==> config.mk <==
export PLATFORM = sky130hd
export DESIGN_NAME = bram_burst_reader
export DESIGN_NICKNAME = d
export VERILOG_FILES = /design/src/rtl/bram_burst_reader_pkg.sv /design/src/rtl/rd_buf_fifo.sv /design/src/rtl/bram_burst_reader.sv
export SDC_FILE = /design/constraint.sdc
export NUM_CORES = 1
export LEC_CHECK = 0
export BUFFER_PORTS_ARGS = -buffer_cell sky130_fd_sc_hd__buf_2
export CAP_MARGIN = 10
export CORE_ASPECT_RATIO = 0.5
export CORE_MARGIN = 2
export CORE_UTILIZATION = 49
export DETAILED_ROUTE_END_ITERATION = 10
export PLACE_DENSITY = 0.83
export SLEW_MARGIN = 20
export SYNTH_ARGS = -nofsm -noshare
export SYNTH_HDL_FRONTEND = slang
export SYNTH_HIERARCHICAL = 1
export SYNTH_SLANG_ARGS = --single-unit
==> constraint.sdc <==
create_clock -name clk_i -period 2.1 [get_ports clk_i]
set_input_delay 0.105 -clock clk_i [delete_from_list [all_inputs] [get_ports clk_i]]
set_output_delay 0.105 -clock clk_i [all_outputs]
set_load 0.03 [all_outputs]
==> src/rtl/bram_burst_reader_pkg.sv <==
// Shared types and sizing for the BRAM burst reader: FSM states, buffer depth
// and the width of the occupancy / in-flight counters.
package bram_burst_reader_pkg;

  typedef enum logic [1:0] {
    IDLE  = 2'd0,
    ISSUE = 2'd1,
    DRAIN = 2'd2,
    DONE  = 2'd3
  } state_t;

  localparam int BUF_DEPTH = 3;
  localparam int CNT_W     = 2;

  // Circular pointer step over the BUF_DEPTH buffer slots.
  function automatic logic [CNT_W-1:0] ptr_inc(input logic [CNT_W-1:0] p);
    return (p == CNT_W'(BUF_DEPTH - 1)) ? '0 : p + 1'b1;
  endfunction

endpackage

==> src/rtl/rd_buf_fifo.sv <==
// Three-entry synchronous FIFO holding read beats (data plus last flag).
// The head entry is presented directly from registers.
module rd_buf_fifo
  import bram_burst_reader_pkg::*;
#(
  parameter int WIDTH = 9
) (
  input  logic             clk,
  input  logic             rst,
  input  logic             push,
  input  logic [WIDTH-1:0] push_data,
  input  logic             pop,
  output logic [WIDTH-1:0] pop_data,
  output logic             full,
  output logic             empty,
  output logic [CNT_W-1:0] count
);

  logic [WIDTH-1:0] mem_q [BUF_DEPTH];
  logic [CNT_W-1:0] wr_ptr_q;
  logic [CNT_W-1:0] rd_ptr_q;
  logic [CNT_W-1:0] count_q;
  logic             do_push;
  logic             do_pop;

  assign do_push  = push && !full;
  assign do_pop   = pop && !empty;
  assign full     = (count_q == CNT_W'(BUF_DEPTH));
  assign empty    = (count_q == '0);
  assign count    = count_q;
  assign pop_data = mem_q[rd_ptr_q];

  // Storage is cleared on reset so an idle head reads as zero.
  always_ff @(posedge clk) begin
    if (rst) begin
      wr_ptr_q <= '0;
      rd_ptr_q <= '0;
      count_q  <= '0;
      for (int i = 0; i < BUF_DEPTH; i++) mem_q[i] <= '0;
    end else begin
      if (do_push) begin
        mem_q[wr_ptr_q] <= push_data;
        wr_ptr_q        <= ptr_inc(wr_ptr_q);
      end
      if (do_pop) rd_ptr_q <= ptr_inc(rd_ptr_q);
      case ({do_push, do_pop})
        2'b10:   count_q <= count_q + 1'b1;
        2'b01:   count_q <= count_q - 1'b1;
        default: count_q <= count_q;
      endcase
    end
  end

  // The reader's issue window keeps pushes from ever landing on a full buffer.
  always_ff @(posedge clk) begin
    if (!rst) begin
      a_no_overflow: assert (!(push && full));
    end
  end

endmodule

==> src/rtl/bram_burst_reader.sv <==
// Burst read initiator for one BRAM port: issues sequential 1-cycle-latency
// reads and returns the words as a valid/ready stream with last and done.
module bram_burst_reader
  import bram_burst_reader_pkg::*;
#(
  parameter int RAM_WIDTH     = 8,
  parameter int RAM_ADDR_BITS = 10
) (
  input  logic                     clk_i,
  input  logic                     rst_i,
  input  logic                     cmd_valid_i,
  output logic                     cmd_ready_o,
  input  logic [RAM_ADDR_BITS-1:0] cmd_addr_i,
  input  logic [RAM_ADDR_BITS:0]   cmd_len_i,
  output logic                     bram_en_o,
  output logic                     bram_we_o,
  output logic [RAM_ADDR_BITS-1:0] bram_addr_o,
  output logic [RAM_WIDTH-1:0]     bram_wdata_o,
  input  logic [RAM_WIDTH-1:0]     bram_rdata_i,
  output logic                     m_valid_o,
  input  logic                     m_ready_i,
  output logic [RAM_WIDTH-1:0]     m_data_o,
  output logic                     m_last_o,
  output logic                     busy_o,
  output logic                     done_o,
  output state_t                   state_o
);

  // Handshakes: a transfer happens on a posedge where valid and ready are both
  // high; valid never waits on ready and, once raised, holds until taken.

  state_t                   state_q, state_d;
  logic [RAM_ADDR_BITS-1:0] addr_q;
  logic [RAM_ADDR_BITS:0]   remaining_q;
  logic                     rd_pending_q;
  logic                     rd_last_q;
  logic                     issue;
  logic                     last_issue;
  logic                     cmd_fire;
  logic                     beat_fire;
  logic [CNT_W-1:0]         occ;
  logic [CNT_W:0]           window;
  logic                     buf_full;
  logic                     buf_empty;
  logic [RAM_WIDTH:0]       head;

  assign cmd_fire   = (state_q == IDLE) && cmd_valid_i;
  assign beat_fire  = m_valid_o && m_ready_i;
  assign last_issue = (remaining_q == (RAM_ADDR_BITS + 1)'(1));
  // Registered-only window: m_ready_i never reaches bram_en_o combinationally.
  assign window     = {1'b0, occ} + {{CNT_W{1'b0}}, rd_pending_q};

  always_comb begin
    state_d = state_q;
    issue   = 1'b0;
    case (state_q)
      IDLE: begin
        if (cmd_valid_i) state_d = (cmd_len_i == '0) ? DONE : ISSUE;
      end
      ISSUE: begin
        issue = (window < (CNT_W + 1)'(BUF_DEPTH));
        if (issue && last_issue) state_d = DRAIN;
      end
      DRAIN: begin
        if (beat_fire && m_last_o) state_d = DONE;
      end
      DONE:    state_d = IDLE;
      default: state_d = IDLE;
    endcase
  end

  always_ff @(posedge clk_i) begin
    if (rst_i) begin
      state_q      <= IDLE;
      addr_q       <= '0;
      remaining_q  <= '0;
      rd_pending_q <= 1'b0;
      rd_last_q    <= 1'b0;
    end else begin
      state_q      <= state_d;
      rd_pending_q <= issue;
      rd_last_q    <= issue && last_issue;
      if (cmd_fire) begin
        addr_q      <= cmd_addr_i;
        remaining_q <= cmd_len_i;
      end else if (issue) begin
        addr_q      <= addr_q + 1'b1;
        remaining_q <= remaining_q - 1'b1;
      end
    end
  end

  rd_buf_fifo #(
    .WIDTH(RAM_WIDTH + 1)
  ) u_buf (
    .clk      (clk_i),
    .rst      (rst_i),
    .push     (rd_pending_q),
    .push_data({rd_last_q, bram_rdata_i}),
    .pop      (beat_fire),
    .pop_data (head),
    .full     (buf_full),
    .empty    (buf_empty),
    .count    (occ)
  );

  assign bram_en_o    = issue;
  assign bram_we_o    = 1'b0;
  assign bram_addr_o  = addr_q;
  assign bram_wdata_o = '0;
  assign m_valid_o    = !buf_empty;
  assign m_data_o     = head[RAM_WIDTH-1:0];
  assign m_last_o     = !buf_empty && head[RAM_WIDTH];
  assign cmd_ready_o  = (state_q == IDLE);
  assign busy_o       = (state_q != IDLE);
  assign done_o       = (state_q == DONE);
  assign state_o      = state_q;

  logic unused_ok;
  assign unused_ok = buf_full;

endmodule
# Word-level counts from Yosys, hierarchy flattened

Memories as Yosys holds them, arrays and structs flattened. A register that Yosys moved wholly into a read port is not among the register bits.
Index checks and enable logic that the tools add are counted.

Flip-flop bits (word level): 31
Bits in writable memories: 27
Input bits: 33
Output and inout bits: 35
Memories kept: 1

Memories:

| name        | depth | bits a word | rd ports | clocked after Yosys merged registers in | wr ports | RTL line          | text |
|---|---|---|---|---|---|---|---|
| u_buf.mem_q | 3     | 9           | 1        | 1                                       | 3        | rd_buf_fifo.sv:19 | `logic [WIDTH-1:0] mem_q [BUF_DEPTH];` |

Add/sub/neg operators: 7
Order comparisons: 1
Equal/unequal tests: 12
Mux-type cells: 23
Reductions and logical operators: 18

Operator list:

| operator              | number |
|---|---|
| $mux 11               | 2 |
| $mux 10               | 2 |
| $mux 2                | 9 |
| $eq 2x2->1 const B    | 6 |
| $eq 11x1->1 const B   | 1 |
| $logic_not 11->1      | 1 |
| $sub 11x1->11 const B | 1 |
| $add 10x1->10 const B | 1 |
| $mux 9                | 1 |
| $reduce_or 9->1       | 1 |
| $logic_and 1x1->1     | 8 |
| $pmux 2 s4            | 1 |
| $mux 1                | 7 |
| $add 2x1->2 const B   | 3 |
| $ne 2x2->1 const B    | 3 |
| $reduce_bool 2->1     | 3 |
| $eq 2x1->1 const B    | 2 |
| $logic_not 2->1       | 2 |
| $pmux 2 s2            | 1 |
| $add 2x1->3           | 1 |
| $lt 3x2->1 const B    | 1 |
| $reduce_and 3->1      | 1 |
| $logic_not 1->1       | 2 |
| $sub 2x1->2 const B   | 1 |

# Depth between registers and ports, before layout

Gate-level depths: netlist of the first run.

Depth after elaboration: 8
Mapped depth: 8
Mapped depth without buffers: 8

# Modules after synthesis

Netlist of the first run, hierarchy kept.

By module, submodules not included:

| module            | times used | cells an instance | area each (µm²) |
|---|---|---|---|
| rd_buf_fifo       | 1          | 115               | 1876.8 |
| bram_burst_reader | 1          | 182               | 1515.2 |

# Worst setup path before layout of the first run

OpenSTA, ideal clock, no wires.

Path type: flip-flop to flip-flop
From: register u_buf.count_q[0] (netlist: u_buf/count[0])
To: register addr_q[9] (netlist: bram_addr_o[9])
Setup time: 0.091 ns
Arrival: 2.060 ns
Required time: 2.009 ns
Setup slack: -0.051 ns
Cell stages (with the launch flop): 7
Path buffers: 0
Period minus slack after synthesis: 2.151 ns
Path through: dfxtp_1 ha_1 ha_1 a21oi_1 nand2_1 or4_1 a311oi_1

Cells in the longest elaborated chain, start to end: 4

RTL lines:

| element                            | RTL line                | text |
|---|---|---|
| start, declared                    | rd_buf_fifo.sv:22       | `logic [CNT_W-1:0] count_q;` |
| start signal, assigned             | rd_buf_fifo.sv:47       | `2'b10: count_q <= count_q + 1'b1;` |
| start signal, assigned             | rd_buf_fifo.sv:48       | `2'b01: count_q <= count_q - 1'b1;` |
| start signal, assigned             | rd_buf_fifo.sv:49       | `default: count_q <= count_q;` |
| $add 2x1->3                        | bram_burst_reader.sv:51 | `assign window = {1'b0, occ} + {{CNT_W{1'b0}}, rd_pending_q};` |
| $lt 3x2->1                         | bram_burst_reader.sv:61 | `issue = (window < (CNT_W + 1)'(BUF_DEPTH));` |
| $mux 1                             | bram_burst_reader.sv:56 | `case (state_q)` |
| $reduce_bool 2->1 (no source line) | --                      |  |
| end signal, assigned               | bram_burst_reader.sv:84 | `addr_q <= cmd_addr_i;` |
| end signal, assigned               | bram_burst_reader.sv:87 | `addr_q <= addr_q + 1'b1;` |
| end, declared                      | bram_burst_reader.sv:33 | `logic [RAM_ADDR_BITS-1:0] addr_q;` |

No other way between the ends.
A chain may end at the register's enable or synchronous reset.

# Worst setup path after layout of the first run

From: register rd_pending_q
To: register addr_q[9] (netlist: bram_addr_o[9])

Cells in the longest elaborated chain, start to end: 4

RTL lines:

| element                            | RTL line                | text |
|---|---|---|
| start, declared                    | bram_burst_reader.sv:35 | `logic rd_pending_q;` |
| start signal, assigned             | bram_burst_reader.sv:81 | `rd_pending_q <= issue;` |
| $add 2x1->3                        | bram_burst_reader.sv:51 |  |
| $lt 3x2->1                         | bram_burst_reader.sv:61 |  |
| $mux 1                             | bram_burst_reader.sv:56 |  |
| $reduce_bool 2->1 (no source line) | --                      |  |

No other way between the ends.

==> results of run 1 <==
-- worst max path at each step --
stage                         startpoint  slack, ns  cells after the start             end
after global routing        rd_pending_q       0.04                      7  bram_addr_o[8]
final                       rd_pending_q       0.11                      6  bram_addr_o[9]
after detailed placement    rd_pending_q      -0.01                      6  bram_addr_o[9]
after global placement      rd_pending_q       0.10                      6  bram_addr_o[9]
after floorplan           u_buf/count[0]       0.06                      6  bram_addr_o[9]
after CTS                   rd_pending_q      0.004                      6  bram_addr_o[9]
-- per-stage QoR --
step	std cells	worst slack [ns]
after floorplan	305	0.0557
after global placement	450	0.104
after CTS	473	0.00357
after global routing	473	0.0423
after detailed placement	450	-0.0111
final	473	0.107
-- cell type report --
class	count	area [µm²]	area share, %
multi-input combinational	202	1560	36.4
tap	92	115	2.68
clock buffer	11	233	5.42
clock inverter	5	77.6	1.81
sequential	69	1740	40.6
inverter	11	43.8	1.02
timing repair buffer	83	518	12.1
-- worst reg2reg max path, stage by stage, from the launching register on --
cell	delay, ns
dfxtp_1	0.31
ha_1	0.23
ha_4	0.23
a21oi_4	0.22
nand2_2	0.12
or4_1	0.54
a311oi_2	0.24
-- routing by layer --
| metal | global-route usage [%] | vias to the layer above | share of wire (%) |
|---|---|---|---|
| met3 | 6.02 | 12 | 4.9 |
| met5 | 0 | - | 0 |
| met2 | 36.6 | 75 | 51 |
| li1 | - | 1247 | - |
| met4 | 5.75 | 0 | 1.3 |
| met1 | 23.7 | 1197 | 43 |
-- what timing repair did --
action	4_1_cts	5_1_grt
hold buffers	7	0
buffers inserted	0	0
hold endpoints to repair	7	0
pin swaps	1	4
resized for setup	4	10
endpoints found under the setup margin	2	7
-- where the power goes --
part / switching [W] / internal [W] / total [W]
Clock: 0.000525 / 0.00104 / 0.00156
Combinational: 0.000935 / 0.000610 / 0.00155
Sequential: 0.000193 / 0.00162 / 0.00182
Total: 0.00165 / 0.00327 / 0.00492
-- cells in the mapped netlist (2+ instances only) --
library cell and count:
clkbuf_1 9, buf_2 2, a311oi_1 8, a21o_1 2, nand4_1 7, o31ai_1 4
xor2_1 11, nor2b_1 3, nand3_1 7, xnor2_1 3, edfxtp_1 36, nor2_1 26
o21ai_0 4, nor4b_4 2, inv_1 10, a211oi_1 12, mux4_2 9, or2_2 3
nand2_1 10, or4_1 4, or3_1 6, dfxtp_1 33, ha_1 10, a221oi_1 2
nor4_1 5, a21oi_1 6, and2_1 30, o211ai_1 2, buf_4 10
-- registers in the layout, summed over array words and instances, names as in the netlist, named ones only --
signal and cells:
u_buf/mem_q 36, u_buf/rd_ptr_q 2, rd_last_q 1, u_buf/wr_ptr_q 2, u_buf/count 2, state_o 2, rd_pending_q 1, remaining_q 11
bram_addr_o 10
-- logic make-up (layout without fill, tap and decap cells) --
logic type,after synthesis,count (layout),synth area share (%)
flops,69,69,51.3
other cells,1,9,0.111
mux,9,9,5.98
simple gates,115,115,20.5
fa+ha+maj,10,10,3.69
compound gates,45,45,9.63
buf+inv,34,110,5.16
xor+xnor,14,14,3.61
==> flow_summary_export.csv, run 1 <==
group,metric,value,unit
sta,tns,0,ns
sta,fin_hold_ws,0.0249,ns
critical_path,critPathMaxFanout,5,
routing,via_per_inst,5.35,
sta,setup_viol,0,
cts,htree_levels,3,
synth,synth_area_per_cell,11.4,µm²
cts,clock-sinks,69,
min_path,hold_end,"u_buf/mem_q[3][1]",
finish,fin_nets,419,
routing,drc_errors,0,
placed_design,place.gp.congestion,0.885,
finish,final_util,64.0,%
cts,clockBufferDepth,2,
sta,min_period,1.99,ns
routing,vias,2531,
critical_path,r2r_end,"bram_addr_o[9]",
critical_path,arrival,2.22,ns
power_and_ir_drop,irDropWorstVdd,1.19,mV
synth,ys_seq_elements,69,
sta,skew,0.00585,ns
routing,wl_per_cell,15.4,µm
placed_design,dp_hpwl,5.20,mm
critical_path,crit_type,"register to register",
critical_path,path_delay_family,"simple AND/OR/NAND/NOR gates",
cts,cts_tree,"yes",
power_and_ir_drop,power,0.00492,W
critical_path,reg2regPathDepth,6,
synth,synth-edff-count,36,
critical_path,crit_chain,"ha_1 -> ha_4 -> a21oi_4 -> nand2_2 -> or4_1 -> a311oi_2",
finish,layout_common_cells,"buf_2 (57), edfxtp_1 (36), dfxtp_1 (33), and2_1 (30), nor2_1 (26)",
min_path,min_path_type,"input port to register",
critical_path,startpoint_type,"register",
synth,synth_seq_area_share,51.3,%
critical_path,crit_path_end_kind,"register",
status,status,"finished, final reports clean",
global_routing,grt_pass1_wl,12.1,mm
synth,yosysTopAreaCell,"edfxtp_1",
synth,synth-main-ff-cell,"edfxtp_1",
cts,root_buffer,"clkbuf_16",
synth,syn_area,3390,µm²
sta,rsz0062_at_grt,"no",
global_routing,grt_pass1_vias,2596,
cts,cts_buffers,9,
power_and_ir_drop,leakage,1.72,nW
synth,synth-async-reset-ratio,0,%
critical_path,reg2reg_from,"rd_pending_q",
sta,drv_slew,0,
finish,diodes,0,
synth,synth_area_leaders,"edfxtp_1 (32%), dfxtp_1 (19%), mux4_2 (6.0%)",
power_and_ir_drop,power.density,1150,nW/µm²
critical_path,slowest_delay,0.54,ns
critical_path,crit_path_top_delay_cell,"or4_1",
global_routing,grt.total_usage,20.4,%
die,core_area,6700,µm²
synth,synth_cell_types,50,
die,die_area,7640,µm²
min_path,hold_path_depth,1,
synth,synth_warnings,6,
synth,synthDominantCellAreaShare,31.9,%
cts,clkLatencyLatePin,0.32,ns
die,placementRows,21,
sta,final.period_utilization,94.9,%
critical_path,crit_buf_inv,0,
finish,drive_above_1_share,31.2,%
min_path,min_from,"bram_rdata_i[1]",
routing,final_antenna_net_count,0,
die,pin_count,68,
finish,final_area,4290,µm²
finish,final_common_cell,"buf_2",
die,start_util,50.6,%
global_routing,grt_antenna_before_repair,0,
die,die_x,122,µm
finish,synthToLayoutAreaGrowth,26.5,%
placed_design,place_area,3840,µm²
run,drv_cap,0,
global_routing,grt_max_degree,43,
global_routing,overflow,0,
finish,fillers,510,
sta,final_hold_viol_count,0,
placed_design,portBuffers,58,
routing,drt_iter0_drc,136,
synth,synthCells,297,
die,die_h,62.8,µm
cts,cts.clk_slew.worst_paths,0.05,ns
critical_path,cp.required,2.32,ns
routing,drt-total-wl,7.30,mm
sta,fmax,0.502,GHz
routing,firstDrtPassIters,4,
critical_path,worst-r2r-setup-slack,0.11,ns
No activity file was read; power rests on OpenSTA's default activity.
==> run 2, diff against run 1 <==
--- a/config.mk
+++ b/config.mk
@@ -12,6 +12,7 @@
 export CORE_UTILIZATION = 49
 export DETAILED_ROUTE_END_ITERATION = 10
 export PLACE_DENSITY = 0.83
+export RECOVER_POWER = 25
 export SLEW_MARGIN = 20
 export SYNTH_ARGS = -nofsm -noshare
 export SYNTH_HDL_FRONTEND = slang
==> run 2 against run 1 <==
Effect of this change: clock skew about the same; die area unchanged; final area down 1.7%; register-to-register slack about the same; flip-flop and latch count unchanged; power down 0.80%; clock-buffer cell count unchanged; maximum frequency about the same; hold slack better by 0.046 ns.
==> flow_summary_export.csv, run 2 (same netlist as run 1, synthesis figures left out) <==
group,metric,value,unit
critical_path,crit_start,"rd_pending_q",
placed_design,place_area,3840,µm²
finish,drive_above_1_share,23.6,%
critical_path,startpoint_type,"register",
die,core_area,6700,µm²
placed_design,place.gp.congestion,0.885,
critical_path,path_delay_family,"simple AND/OR/NAND/NOR gates",
power_and_ir_drop,power.density,1160,nW/µm²
sta,fin_ws,0.109,ns
critical_path,critPathMaxFanout,5,
routing,drc_errors,0,
routing,wl_per_cell,15.3,µm
cts,cts_buffers,9,
sta,drv_slew,0,
critical_path,crit_buf_inv,0,
routing,vias,2542,
sta,fmax,0.502,GHz
routing,final_antenna_net_count,0,
cts,htree_levels,3,
finish,diodes,0,
finish,fin_nets,419,
cts,clockBufferDepth,2,
finish,largest_reg_flops,36,
critical_path,slowest_delay,0.54,ns
sta,setup_viol,0,
placed_design,placed_cells,450,
run,drv_cap,0,
finish,instances_no_fill,473,
critical_path,crit_type,"register to register",
finish,synthToLayoutAreaGrowth,24.4,%
sta,fin_hold_ws,0.0710,ns
sta,final.period_utilization,94.8,%
critical_path,r2r_end,"bram_addr_o[9]",
routing,drt_iter0_drc,138,
die,start_util,50.6,%
routing,drt-total-wl,7.26,mm
global_routing,grt_max_degree,43,
critical_path,crit_path_end,"bram_addr_o[9]",
sta,final_hold_viol_count,0,
cts,root_buffer,"clkbuf_16",
routing,firstDrtPassIters,4,
power_and_ir_drop,irDropWorstVdd,1.18,mV
critical_path,crit_path_end_kind,"register",
sta,min_period,1.99,ns
critical_path,worst-r2r-setup-slack,0.11,ns
placed_design,dp_hpwl,5.20,mm
placed_design,portBuffers,58,
finish,layout_common_cells,"edfxtp_1 (36), buf_2 (35), dfxtp_1 (33), and2_1 (28), clkbuf_1 (27)",
critical_path,reg2regPathDepth,6,
global_routing,grt_pass1_wl,12.1,mm
die,die_h,62.8,µm
global_routing,grt.total_usage,20.4,%
cts,cts.clk_slew.worst_paths,0.05,ns
global_routing,overflow,0,
routing,via_per_inst,5.37,
placed_design,dpl_worst_slack,-0.0111,ns
global_routing,grt_antenna_before_repair,0,
cts,cts_tree,"yes",
critical_path,arrival,2.21,ns
die,die_x,122,µm
min_path,min_path_type,"input port to register",
cts,clock-sinks,69,
power_and_ir_drop,leakage,1.63,nW
finish,final_common_cell,"edfxtp_1",
critical_path,crit_chain,"ha_1 -> ha_4 -> a21oi_4 -> nand2_2 -> or4_1 -> a311oi_2",
die,die_area,7640,µm²
sta,rsz0062_at_grt,"no",
die,placementRows,21,
global_routing,grt_pass1_vias,2596,
finish,final_area,4220,µm²
cts,clkLatencyLatePin,0.32,ns
sta,tns,0,ns
critical_path,cp.required,2.32,ns
cts,cts_setup_buffers,0,
critical_path,crit_cells,6,
critical_path,reg2reg_from,"rd_pending_q",
status,status,"finished, final reports clean",
die,pin_count,68,
critical_path,crit_path_top_delay_cell,"or4_1",
finish,top_register,"u_buf/mem_q",
sta,skew,0.00557,ns
[run 2: cell count changes in the layout (fill, tap and decap cells not counted)]
cell / delta
nand2_1: +1
nor4b_4: -2
nand2_2: -1
buf_2: -22
nor4b_1: +2
buf_4: -3
and2_1: -2
inv_1: +1
inv_2: -1
clkbuf_1: +25
and2_0: +2
[run 2: metal layers]
layer	vias up	GRT usage, %	routed length, µm
met3	11	6.02	366
met2	83	36.6	3730
met1	1199	23.7	3080
met5	-	0	0
met4	0	5.75	89
li1	1249	-	-
[run 2: worst register-to-register path, stage by stage, from the launching register on]
cell,delay [ns]
dfxtp_1,0.31
ha_1,0.23
ha_4,0.23
a21oi_4,0.22
nand2_2,0.12
or4_1,0.54
a311oi_2,0.24
[run 2: how the worst min path moves through the flow]
stage,start,endpoint,slack [ns],cells after the start
floorplan,bram_rdata_i[0],u_buf/mem_q[3][0],0.20,0
global placement,bram_rdata_i[3],u_buf/mem_q[3][3],0.31,1
CTS,bram_rdata_i[1],u_buf/mem_q[3][1],0.007,1
detailed placement,bram_rdata_i[3],u_buf/mem_q[3][3],0.31,1
finish,cmd_addr_i[5],bram_addr_o[5],0.07,3
global route,cmd_addr_i[6],bram_addr_o[6],0.07,3
[run 2: what timing repair did]
item | in CTS | in global routing
endpoints found under the setup margin | 2 | 7
hold buffers | 7 | 0
pin swaps | 1 | 4
resized for setup | 4 | 10
hold endpoints to repair | 7 | 0
[run 2: report_power, final]
group | switching (W) | internal, W
sequential | 0.000192 | 0.00162
combinational | 0.000930 | 0.000581
clock | 0.000522 | 0.00103
[run 2: per-stage QoR]
step           util (%)  total power, W
5_1_grt            63.0         0.00514
3_5_place_dp       57.4         0.00331
4_1_cts            63.3         0.00490
3_3_place_gp       57.4         0.00324
2_1_floorplan         -         0.00286
6_report           63.0         0.00488
[run 2: layout make-up]
class,count,area [µm²]
Fill cell,527,2480
Sequential cell,69,1740
Multi-Input combinational cell,202,1530
Timing Repair Buffer,83,479
Clock buffer,11,233
Tap cell,92,115
Clock inverter,5,77.6
Inverter,11,43.8
==> run 3, diff against run 2 <==
--- a/config.mk
+++ b/config.mk
@@ -9,9 +9,9 @@
 export CAP_MARGIN = 10
 export CORE_ASPECT_RATIO = 0.5
 export CORE_MARGIN = 2
-export CORE_UTILIZATION = 49
+export CORE_UTILIZATION = 59
 export DETAILED_ROUTE_END_ITERATION = 10
-export PLACE_DENSITY = 0.83
+export PLACE_DENSITY = 0.93
 export RECOVER_POWER = 25
 export SLEW_MARGIN = 20
 export SYNTH_ARGS = -nofsm -noshare
==> constraint.sdc (replaced) <==
create_clock -name clk_i -period 2.3 [get_ports clk_i]
set_input_delay 0.115 -clock clk_i [delete_from_list [all_inputs] [get_ports clk_i]]
set_output_delay 0.115 -clock clk_i [all_outputs]
set_load 0.03 [all_outputs]
==> run 3 against run 2 <==
Effect of this change: hold slack got worse by 0.0069 ns; final cell count decreased by 5.1%; clock skew increased by 0.0063 ns; largest cell class unchanged; flip-flop and latch count unchanged; worst setup slack improved by 0.048 ns; critical path depth increased by 1; clock power decreased by 13%; clock-buffer cell count decreased by 2; first-iteration DRC count decreased by 39%; core utilization increased by 12 points; global-route usage increased by 4.4 points; via count increased by 1.3%.
==> flow_summary_export.csv, run 3 (same netlist as run 1, synthesis figures left out) <==
group,metric,value,unit
critical_path,crit_path_frequent_cell,"ha_1",
critical_path,startpoint_type,"register",
critical_path,crit_chain,"ha_1 -> ha_1 -> a21oi_4 -> nand2_1 -> buf_4 -> clkinvlp_4 -> clkbuf_4",
die,die_x,111,µm
sta,rsz0062_at_grt,"no",
critical_path,crit_path_end_kind,"output pin",
global_routing,grt_max_degree,34,
placed_design,place.gp.congestion,0.923,
finish,top_register,"u_buf/mem_q",
finish,drive_above_1_share,22.9,%
power_and_ir_drop,power,0.00434,W
routing,firstDrtPassIters,4,
finish,largest_reg_flops,36,
sta,skew,0.0119,ns
cts,cts.clk_slew.worst_paths,0.06,ns
sta,min_period,2.14,ns
global_routing,grt_pass1_wl,12.2,mm
routing,drt-total-wl,7.46,mm
die,die_area,6410,µm²
cts,cts_tree,"yes",
sta,drv_slew,0,
sta,setup_viol,0,
sta,tns,0,ns
power_and_ir_drop,p_seq_share,38.5,%
global_routing,grt.total_usage,24.8,%
critical_path,critPathMaxFanout,6,
sta,tightest_slew,0.940,ns
placed_design,place_area,3770,µm²
cts,clockBufferDepth,2,
cts,root_buffer,"clkbuf_16",
sta,fmax,0.467,GHz
finish,final_common_cell,"edfxtp_1",
power_and_ir_drop,combPwrFrac,30.2,%
routing,final_antenna_net_count,0,
die,die_h,57.6,µm
status,status,"finished, final reports clean",
sta,final_hold_viol_count,0,
critical_path,arrival,2.03,ns
routing,drt_iter0_drc,84,
min_path,min_path_type,"input port to register",
global_routing,overflow,0,
cts,cts_buffers,9,
critical_path,slowest_delay,0.31,ns
cts,clock-sinks,69,
critical_path,crit_path_top_delay_cell,"dfxtp_1",
power_and_ir_drop,irDropWorstVdd,0.813,mV
power_and_ir_drop,pwr-share-clk,31.3,%
cts,htree_levels,3,
placed_design,portBuffers,58,
finish,fin_nets,414,
finish,layout_common_cells,"edfxtp_1 (36), buf_2 (35), dfxtp_1 (33), nor2_1 (26), and2_1 (26)",
sta,slew_headroom,36.8,%
routing,via_per_inst,5.73,
power_and_ir_drop,p_int,0.00281,W
die,core_area,5520,µm²
power_and_ir_drop,leakage,1.57,nW
power_and_ir_drop,power_switching,0.00153,W
sta,final.period_utilization,93.2,%
finish,diodes,0,
routing,drc_errors,0,
critical_path,crit_type,"register to output pin",
die,pin_count,68,
critical_path,cp.required,2.18,ns
finish,synthToLayoutAreaGrowth,21.4,%
run,drv_cap,0,
placed_design,dp_hpwl,5.33,mm
routing,wl_per_cell,16.6,µm
global_routing,grt_pass1_vias,2609,
die,start_util,61.5,%
power_and_ir_drop,swShare,35.4,%
cts,clkLatencyLatePin,0.33,ns
global_routing,grt_antenna_before_repair,0,
finish,final_area,4120,µm²
routing,vias,2575,
power_and_ir_drop,power.density,1050,nW/µm²
die,placementRows,19,
==> run 3: changes by cell type in the layout (fill, tap and decap cells not counted), sizes merged <==
| cell | before | now |
|---|---|---|
| clkinvlp | 0 | 4 |
| buf | 51 | 47 |
| dlygate4sd3 | 7 | 6 |
| clkinv | 3 | 2 |
| bufinv | 2 | 1 |
| clkbuf | 36 | 34 |
==> run 3: power by group through the flow <==
stage / Clock [W] / Sequential, W / Combinational (W)
final: 0.00136 / 0.00167 / 0.00131
after global routing: 0.00145 / 0.00170 / 0.00143
after CTS: 0.00139 / 0.00167 / 0.00131
after detailed placement: 0 / 0.00169 / 0.00129
after global placement: 0 / 0.00167 / 0.00124
after floorplan: 0 / 0.00178 / 0.000829
==> run 3: repair_timing <==
action | CTS | global route
buffers inserted | 0 | 0
resized for setup | 1 | 3
endpoints found under the hold margin | 6 | 0
setup endpoints to repair | 1 | 2
hold buffers | 6 | 0
==> run 3: per-layer routing <==
layer  GRT usage, %  part of all wire (%)  wire [µm]
met4           7.76                   1.1         85
met5              0                     0          0
met1           27.5                    39       2930
met2           47.7                    54       4030
met3           6.69                   5.4        405
==> run 3: metrics by stage <==
step,hold WS (ns),instances,utilization (%),worst slack [ns]
6_report,0.0641,449,74.6,0.157
5_1_grt,0.0645,449,74.6,0.0268
4_1_cts,0.000964,449,75.0,0.00616
3_5_place_dp,0.330,427,68.4,0.0173
3_3_place_gp,0.324,427,68.4,0.162
2_1_floorplan,0.214,305,-,0.149
==> run 3: final timing paths <==
path	start	to	slack (ns)	cells past startpoint
worst max-delay path	rd_pending_q	bram_en_o	0.16	7
worst min-delay path	bram_rdata_i[4]	u_buf/mem_q[3][4]	0.06	1
worst max register to register	u_buf/count[0]	u_buf/mem_q[0][4]	0.17	5
worst min register to register	u_buf/rd_ptr_q[0]	u_buf/rd_ptr_q[0]	0.49	2
==> run 3: area by class of cell <==
type / instances / area (µm²)
clock buffers: 9 / 225
repair buffers: 78 / 423
well taps: 73 / 91.3
clock inverters: 7 / 73.8
flip-flops and latches: 69 / 1740
multi-input cells: 202 / 1520
fillers: 383 / 1400
inverters: 11 / 45.0
==> run 3: worst max-delay path: cells and delay by family (launching register included) <==
| family | cells | cell delay (ns) |
|---|---|---|
| buffers and inverters | 3 | 0.53 |
| adders and majority gates | 2 | 0.50 |
| DFF | 1 | 0.31 |
| AOI/OAI and AO/OA | 1 | 0.21 |
| and+or+nand+nor | 1 | 0.16 |
